--- src/rtl/lsu_pkg.sv ---
// Shared definitions for the load/store unit: FSM states, funct3 codes and
// access-size decode helpers.
package lsu_pkg;

    typedef enum logic [1:0] {
        ST_IDLE = 2'd0,
        ST_RD   = 2'd1,
        ST_WR   = 2'd2,
        ST_RESP = 2'd3
    } lsu_state_t;

    typedef enum logic [1:0] {
        SZ_B = 2'd0,
        SZ_H = 2'd1,
        SZ_W = 2'd2
    } lsu_size_t;

    localparam logic [2:0] F3_B  = 3'b000;
    localparam logic [2:0] F3_H  = 3'b001;
    localparam logic [2:0] F3_W  = 3'b010;
    localparam logic [2:0] F3_BU = 3'b100;
    localparam logic [2:0] F3_HU = 3'b101;

    // Only the low two bits pick the size; 011/110/111 fall through to word.
    function automatic lsu_size_t size_of(input logic [2:0] f3);
        case (f3[1:0])
            2'b00:   size_of = SZ_B;
            2'b01:   size_of = SZ_H;
            default: size_of = SZ_W;
        endcase
    endfunction

    function automatic logic is_misaligned(input logic [2:0] f3, input logic [1:0] off);
        case (size_of(f3))
            SZ_H:    is_misaligned = off[0];
            SZ_W:    is_misaligned = |off;
            default: is_misaligned = 1'b0;
        endcase
    endfunction

endpackage

--- src/rtl/lsu_align.sv ---
// Combinational lane logic: merges store data into a memory word and
// extracts/extends a load result from a memory word.
module lsu_align
    import lsu_pkg::*;
(
    input  logic [2:0]  funct3,
    input  logic [1:0]  off,
    input  logic [31:0] word,
    input  logic [31:0] sdata,
    output logic [31:0] merged,
    output logic [31:0] extended
);

    logic [7:0]  lane_b;
    logic [15:0] lane_h;
    logic        is_signed;

    assign lane_b    = word[{off, 3'b000} +: 8];
    assign lane_h    = word[{off[1], 4'b0000} +: 16];
    assign is_signed = ~funct3[2];

    always_comb begin
        merged = word;
        case (size_of(funct3))
            SZ_B:    merged[{off, 3'b000} +: 8]     = sdata[7:0];
            SZ_H:    merged[{off[1], 4'b0000} +: 16] = sdata[15:0];
            default: merged = sdata;
        endcase
    end

    always_comb begin
        case (size_of(funct3))
            SZ_B:    extended = {{24{is_signed & lane_b[7]}}, lane_b};
            SZ_H:    extended = {{16{is_signed & lane_h[15]}}, lane_h};
            default: extended = word;
        endcase
    end

endmodule

--- src/rtl/load_store_unit.sv ---
// Multi-cycle load/store unit for a single-ported, combinational-read data memory.
// Define LSU_MISALIGN_TRAP_EN to flag misaligned accesses instead of masking the address.
module load_store_unit
    import lsu_pkg::*;
#(
    parameter int ADDR_W = 32
) (
    input  logic              clk,
    input  logic              rst_n,
    input  logic              reqValid,
    input  logic              reqWrite,
    input  logic [2:0]        funct3,
    input  logic [ADDR_W-1:0] reqAddr,
    input  logic [31:0]       reqData,
    output logic              busy,
    output logic              respValid,
    output logic [31:0]       loadData,
    output logic              misalign,
    output logic              memRead,
    output logic              memWrite,
    output logic [ADDR_W-1:0] memAddr,
    output logic [31:0]       memWData,
    input  logic [31:0]       memRData
);

    lsu_state_t        state_q, state_d;
    logic              write_q, write_d;
    logic [2:0]        funct3_q, funct3_d;
    logic [ADDR_W-1:0] addr_q, addr_d;
    logic [31:0]       wdata_q, wdata_d;
    logic [31:0]       word_q, word_d;
    logic [31:0]       load_data_q, load_data_d;
    logic [ADDR_W-1:0] addr_eff;
    logic              trap;
    logic [31:0]       align_word;
    logic [31:0]       merged;
    logic [31:0]       extended;
`ifdef LSU_MISALIGN_TRAP_EN
    logic              misalign_q, misalign_d;
`endif

`ifdef LSU_MISALIGN_TRAP_EN
    assign trap     = is_misaligned(funct3, reqAddr[1:0]);
    assign addr_eff = reqAddr;
`else
    // Offending low bits are dropped so the access lands on its natural boundary.
    assign trap = 1'b0;
    always_comb begin
        addr_eff = reqAddr;
        case (size_of(funct3))
            SZ_H:    addr_eff[0]   = 1'b0;
            SZ_W:    addr_eff[1:0] = 2'b00;
            default: addr_eff      = reqAddr;
        endcase
    end
`endif

    // In RD the word is still on the bus, so extract straight from memRData.
    assign align_word = (state_q == ST_RD) ? memRData : word_q;

    lsu_align u_align (
        .funct3   (funct3_q),
        .off      (addr_q[1:0]),
        .word     (align_word),
        .sdata    (wdata_q),
        .merged   (merged),
        .extended (extended)
    );

    always_comb begin
        state_d     = state_q;
        write_d     = write_q;
        funct3_d    = funct3_q;
        addr_d      = addr_q;
        wdata_d     = wdata_q;
        word_d      = word_q;
        load_data_d = load_data_q;
`ifdef LSU_MISALIGN_TRAP_EN
        misalign_d  = misalign_q;
`endif
        case (state_q)
            ST_IDLE: begin
                if (reqValid) begin
                    write_d  = reqWrite;
                    funct3_d = funct3;
                    addr_d   = addr_eff;
                    wdata_d  = reqData;
`ifdef LSU_MISALIGN_TRAP_EN
                    misalign_d = trap;
`endif
                    if (trap) begin
                        state_d     = ST_RESP;
                        load_data_d = 32'h0;
                    end else if (reqWrite && size_of(funct3) == SZ_W) begin
                        state_d = ST_WR;
                    end else begin
                        state_d = ST_RD;
                    end
                end
            end
            ST_RD: begin
                word_d = memRData;
                if (write_q) begin
                    state_d = ST_WR;
                end else begin
                    state_d     = ST_RESP;
                    load_data_d = extended;
                end
            end
            ST_WR:   state_d = ST_RESP;
            default: state_d = ST_IDLE;
        endcase
    end

    always_ff @(posedge clk or negedge rst_n) begin
        if (!rst_n) begin
            state_q     <= ST_IDLE;
            write_q     <= 1'b0;
            funct3_q    <= 3'b000;
            addr_q      <= '0;
            wdata_q     <= 32'h0;
            word_q      <= 32'h0;
            load_data_q <= 32'h0;
`ifdef LSU_MISALIGN_TRAP_EN
            misalign_q  <= 1'b0;
`endif
        end else begin
            state_q     <= state_d;
            write_q     <= write_d;
            funct3_q    <= funct3_d;
            addr_q      <= addr_d;
            wdata_q     <= wdata_d;
            word_q      <= word_d;
            load_data_q <= load_data_d;
`ifdef LSU_MISALIGN_TRAP_EN
            misalign_q  <= misalign_d;
`endif
        end
    end

    // Strobes are pure state decodes so reset drops them without waiting for an edge.
    assign busy      = ((state_q == ST_IDLE) && reqValid) || (state_q == ST_RD) || (state_q == ST_WR);
    assign respValid = (state_q == ST_RESP);
    assign memRead   = (state_q == ST_RD);
    assign memWrite  = (state_q == ST_WR);
    assign memAddr   = {addr_q[ADDR_W-1:2], 2'b00};
    assign memWData  = (state_q == ST_WR) ? merged : 32'h0;
    assign loadData  = load_data_q;
`ifdef LSU_MISALIGN_TRAP_EN
    assign misalign  = respValid & misalign_q;
`else
    assign misalign  = 1'b0;
`endif

endmodule

--- config.mk ---
export PLATFORM = sky130hd
export DESIGN_NAME = load_store_unit
export DESIGN_NICKNAME = d
export VERILOG_FILES = /design/src/rtl/lsu_pkg.sv /design/src/rtl/lsu_align.sv /design/src/rtl/load_store_unit.sv
export SDC_FILE = /design/constraint.sdc
export NUM_CORES = 1
export LEC_CHECK = 0
export CAP_MARGIN = 25
export CELL_PAD_IN_SITES_DETAIL_PLACEMENT = 0
export CELL_PAD_IN_SITES_GLOBAL_PLACEMENT = 2
export CORE_MARGIN = 1.5
export CORE_UTILIZATION = 28
export CTS_BUF_LIST = sky130_fd_sc_hd__clkbuf_16
export CTS_CLUSTER_DIAMETER = 200
export DETAILED_ROUTE_END_ITERATION = 6
export PLACE_DENSITY_LB_ADDON = 0.08
export SLEW_MARGIN = 10
export SYNTH_ARGS = -nofsm -noshare
export SYNTH_HDL_FRONTEND = slang
export SYNTH_HIERARCHICAL = 1
export SYNTH_SLANG_ARGS = --single-unit
--- constraint.sdc ---
create_clock -name clk -period 2.8 [get_ports clk]
set_input_delay 0.7 -clock clk [delete_from_list [all_inputs] [get_ports clk]]
set_output_delay 0.7 -clock clk [all_outputs]
set_load 0.05 [all_outputs]
==> run metrics <==
Setup Skew around 0.014 ns; CTS buffer count 17; pre-CTS WS -0.332 ns; synth warn 6; Filler Cells Inserted between 2,000 and 2,500; peak supply drop ~0.0007 V; Worst R2R Path Depth 10; root buffer cell clkbuf_16; failing checks negative setup slack; Finished Core Util 44.4%; Mean Syn Cell Area 12.2 um2; GP Congestion 0.836; Seq/Total Area, Yosys 45.2%; num rows 59; async set-reset flop share out of synthesis 100%; Synth Flop Type dfrtp_1; Setup CP Type flip-flop to primary output; worst skew pair latency 0.43 ns; Leakage 4.91 nW; Cell Area, Synth 7430 um2; CORE AREA 26,100 um2; starting density of the core about 28%; CTS Sinks 134; Slew Limit Fails 0; Max H-tree Level 4; library cells used by synthesis 49; Area after DPL 10,400 um2; PD cells 1590 nW/um2; crit-path cells inv_2, ha_4, buf_6, mux2_2, mux2_2, a22oi_2, o21ai_1, and2_4, buf_12; NetSw 8.12 mW; # nets final 957; Hold Buf Count CTS 0; Worst setup EP type primary output; most used cell, CP mux2_2; Combinational Power Share approximately two thirds; WL final about 27,000 um; status complete, but fails checks; first-pass GRT wire length about 40,000 um; Top Ports 204; Die Y 166 um; largest net degree at the start of global routing 71; R2R Setup Slk -0.03 ns; worst hold path type input port to async pin; launching point of the worst reg2reg path state_q[1]; WL/cell 22.5 um; Clk pwr share 13.9%; Max-Cap Viols 0; Worst EP required 2.10 ns; Final period util 114%; final setup margin -0.393 ns; initial antenna violation count 0; Worst Setup Start Kind flip-flop; dpl hpwl about 20,000 um; internal power 10.3 mW; Worst-path clk slew 0.07 ns; Sequential Power Share 20.1%; drt first pass iters 6; Syn Inst Count slightly above 600; Min Hold Slack around 0.22 ns; DRC viols 0; min Tclk post-route 3.19 ns; RSZ-0062 raised after global routing yes; Post-DRT Antenna Nets 0; final std cell area, no fill 11,600 um2; Critical Path AT roughly 2.5 ns; Post-synth EDFFs 0; CTS tree yes; fmax 0.313 GHz; share of layout cells above drive strength 1 45.2%; DIE AREA ~28,000 um2; Hold Violations, Final 0; PortBufs 200; FF-to-FF End loadData[12]; switch share 44.2%; slew of the pin with the lowest slew margin between 0.7 and 0.8 ns; Die X 166 um; ANT cells 0; endpoints failing setup 36; vias in the first global route 6,393; clk buf depth 2; critical path fanouts, max 4; slowest stage delay, CP 0.39 ns; total gr overflow 0; via count approximately 5,800; Pwr Total approximately 18 mW; Layout Area Growth over Synthesis 56.0%; DR vias/cell about 4.9; gr usage total 19.7%; synthesized flop and latch total 134; max_slew headroom between 50% and 60%; Starting DRT DRC Count 274; critical-path cell with the highest stage delay dfrtp_1
-- area by class of cell --
type	instances	area, um2	area share [%]
Multi-Input combinational cell	395	4020	34.7
Timing Repair Buffer	288	3110	26.8
Tap cell	335	419	3.62
Clock buffer	17	425	3.67
Inverter	8	30.0	0.259
Sequential cell	134	3360	29.0
Clock inverter	14	224	1.93
-- state kept, by name, indices dropped and copies added (netlist names) --
signal and cells:
addr_q 32, loadData 32, state_q 2, wdata_q 32, write_q 1, funct3_q 3
word_q 32
-- metal layers --
metal,GRT usage (%),vias to the layer above,part of all wire (%)
li1,-,2667,-
met1,25.7,2983,45
met2,33.5,150,50
met3,3.77,16,4.1
met4,4.58,0,1.1
met5,0,-,0
-- cell usage in the layout (no fill, tap or decap), types with 4 or more instances in the layout --
cell / count
clkdlybuf4s50_1: 164
dfrtp_1: 131
mux2_2: 79
buf_4: 73
mux2_4: 62
buf_12: 39
nand2_1: 30
and2_4: 24
clkbuf_16: 17
o21ai_0: 15
mux2i_1: 15
a22o_1: 13
buf_6: 11
nor2_1: 10
o21ai_1: 10
a221o_1: 10
o21a_1: 10
a32oi_1: 9
and2_2: 8
nor2b_4: 8
ha_1: 8
a221o_2: 8
a41oi_2: 8
nor2b_1: 6
inv_1: 5
nor3b_1: 5
bufinv_16: 5
a2bb2oi_1: 5
o221ai_2: 5
inv_2: 4
a22oi_2: 4
-- critical path, delay by kind of cell (launching register included) --
kind / cells / cell delay, ns
AO/OA/AOI/OAI: 2 / 0.31
adder cells (fa/ha/maj): 1 / 0.20
buffers and inverters: 3 / 0.36
flip-flops: 1 / 0.39
multiplexers: 2 / 0.63
AND/OR/NAND/NOR: 1 / 0.17
-- power groups by stage --
stage	Clock, mW	Sequential (mW)	Combinational, mW
3_5_place_dp	0	3.71	11.3
5_1_grt	2.71	3.82	12.8
4_1_cts	2.61	3.69	11.8
6_report	2.56	3.70	12.1
2_1_floorplan	0	4.14	6.56
3_3_place_gp	0	3.66	11.3
-- cell usage after synthesis, types with 9 or more instances --
cell type | count | share of area [%]
nor2b_1 | 13 | 1.1
buf_2 | 16 | 1.1
buf_4 | 34 | 3.4
o21a_1 | 10 | 1.0
a32oi_1 | 9 | 1.1
mux2_2 | 111 | 17
ha_1 | 10 | 1.7
nor2_1 | 11 | 0.56
clkbuf_1 | 12 | 0.61
mux2_4 | 30 | 6.1
dfrtp_1 | 134 | 45
and2_1 | 33 | 2.8
nand2_1 | 31 | 1.6
o21ai_0 | 25 | 1.7
mux2i_1 | 16 | 2.2
a22o_1 | 13 | 1.5
a221o_1 | 10 | 1.3
-- logic make-up after synthesis --
family | Yosys count | share of synthesized area (%)
AOI/OAI and AO/OA | 118 | 12.6
adders and majority gates | 10 | 1.68
buffers and inverters | 80 | 6.84
DFF | 134 | 45.2
muxes | 158 | 25.4
other | 1 | 0.0505
and+or+nand+nor | 106 | 8.22
-- repair_timing --
action,CTS,global route
gates resized for setup,51,56
pin swaps,15,15
gates cloned,1,0
setup endpoints to repair,32,32
setup buffers,6,6
-- how the worst max path moves through the flow --
stage	end	startpoint	depth (start not counted)
final	memWData[16]	state_q[1]	9
after detailed placement	memWData[18]	memRData[18]	7
after global placement	memWData[18]	memRData[18]	7
after global routing	memWData[16]	state_q[1]	9
after CTS	memWData[16]	state_q[1]	9
after floorplan	memWData[27]	state_q[1]	9
-- per-stage QoR --
step,TNS [ns],instances
global route,-11.84,1191
finish,-9.01,1191
floorplan,0,609
CTS,-10.45,1187
global placement,-5.57,1149
detailed placement,-5.82,1149
Power figures use the tool's default switching activity.
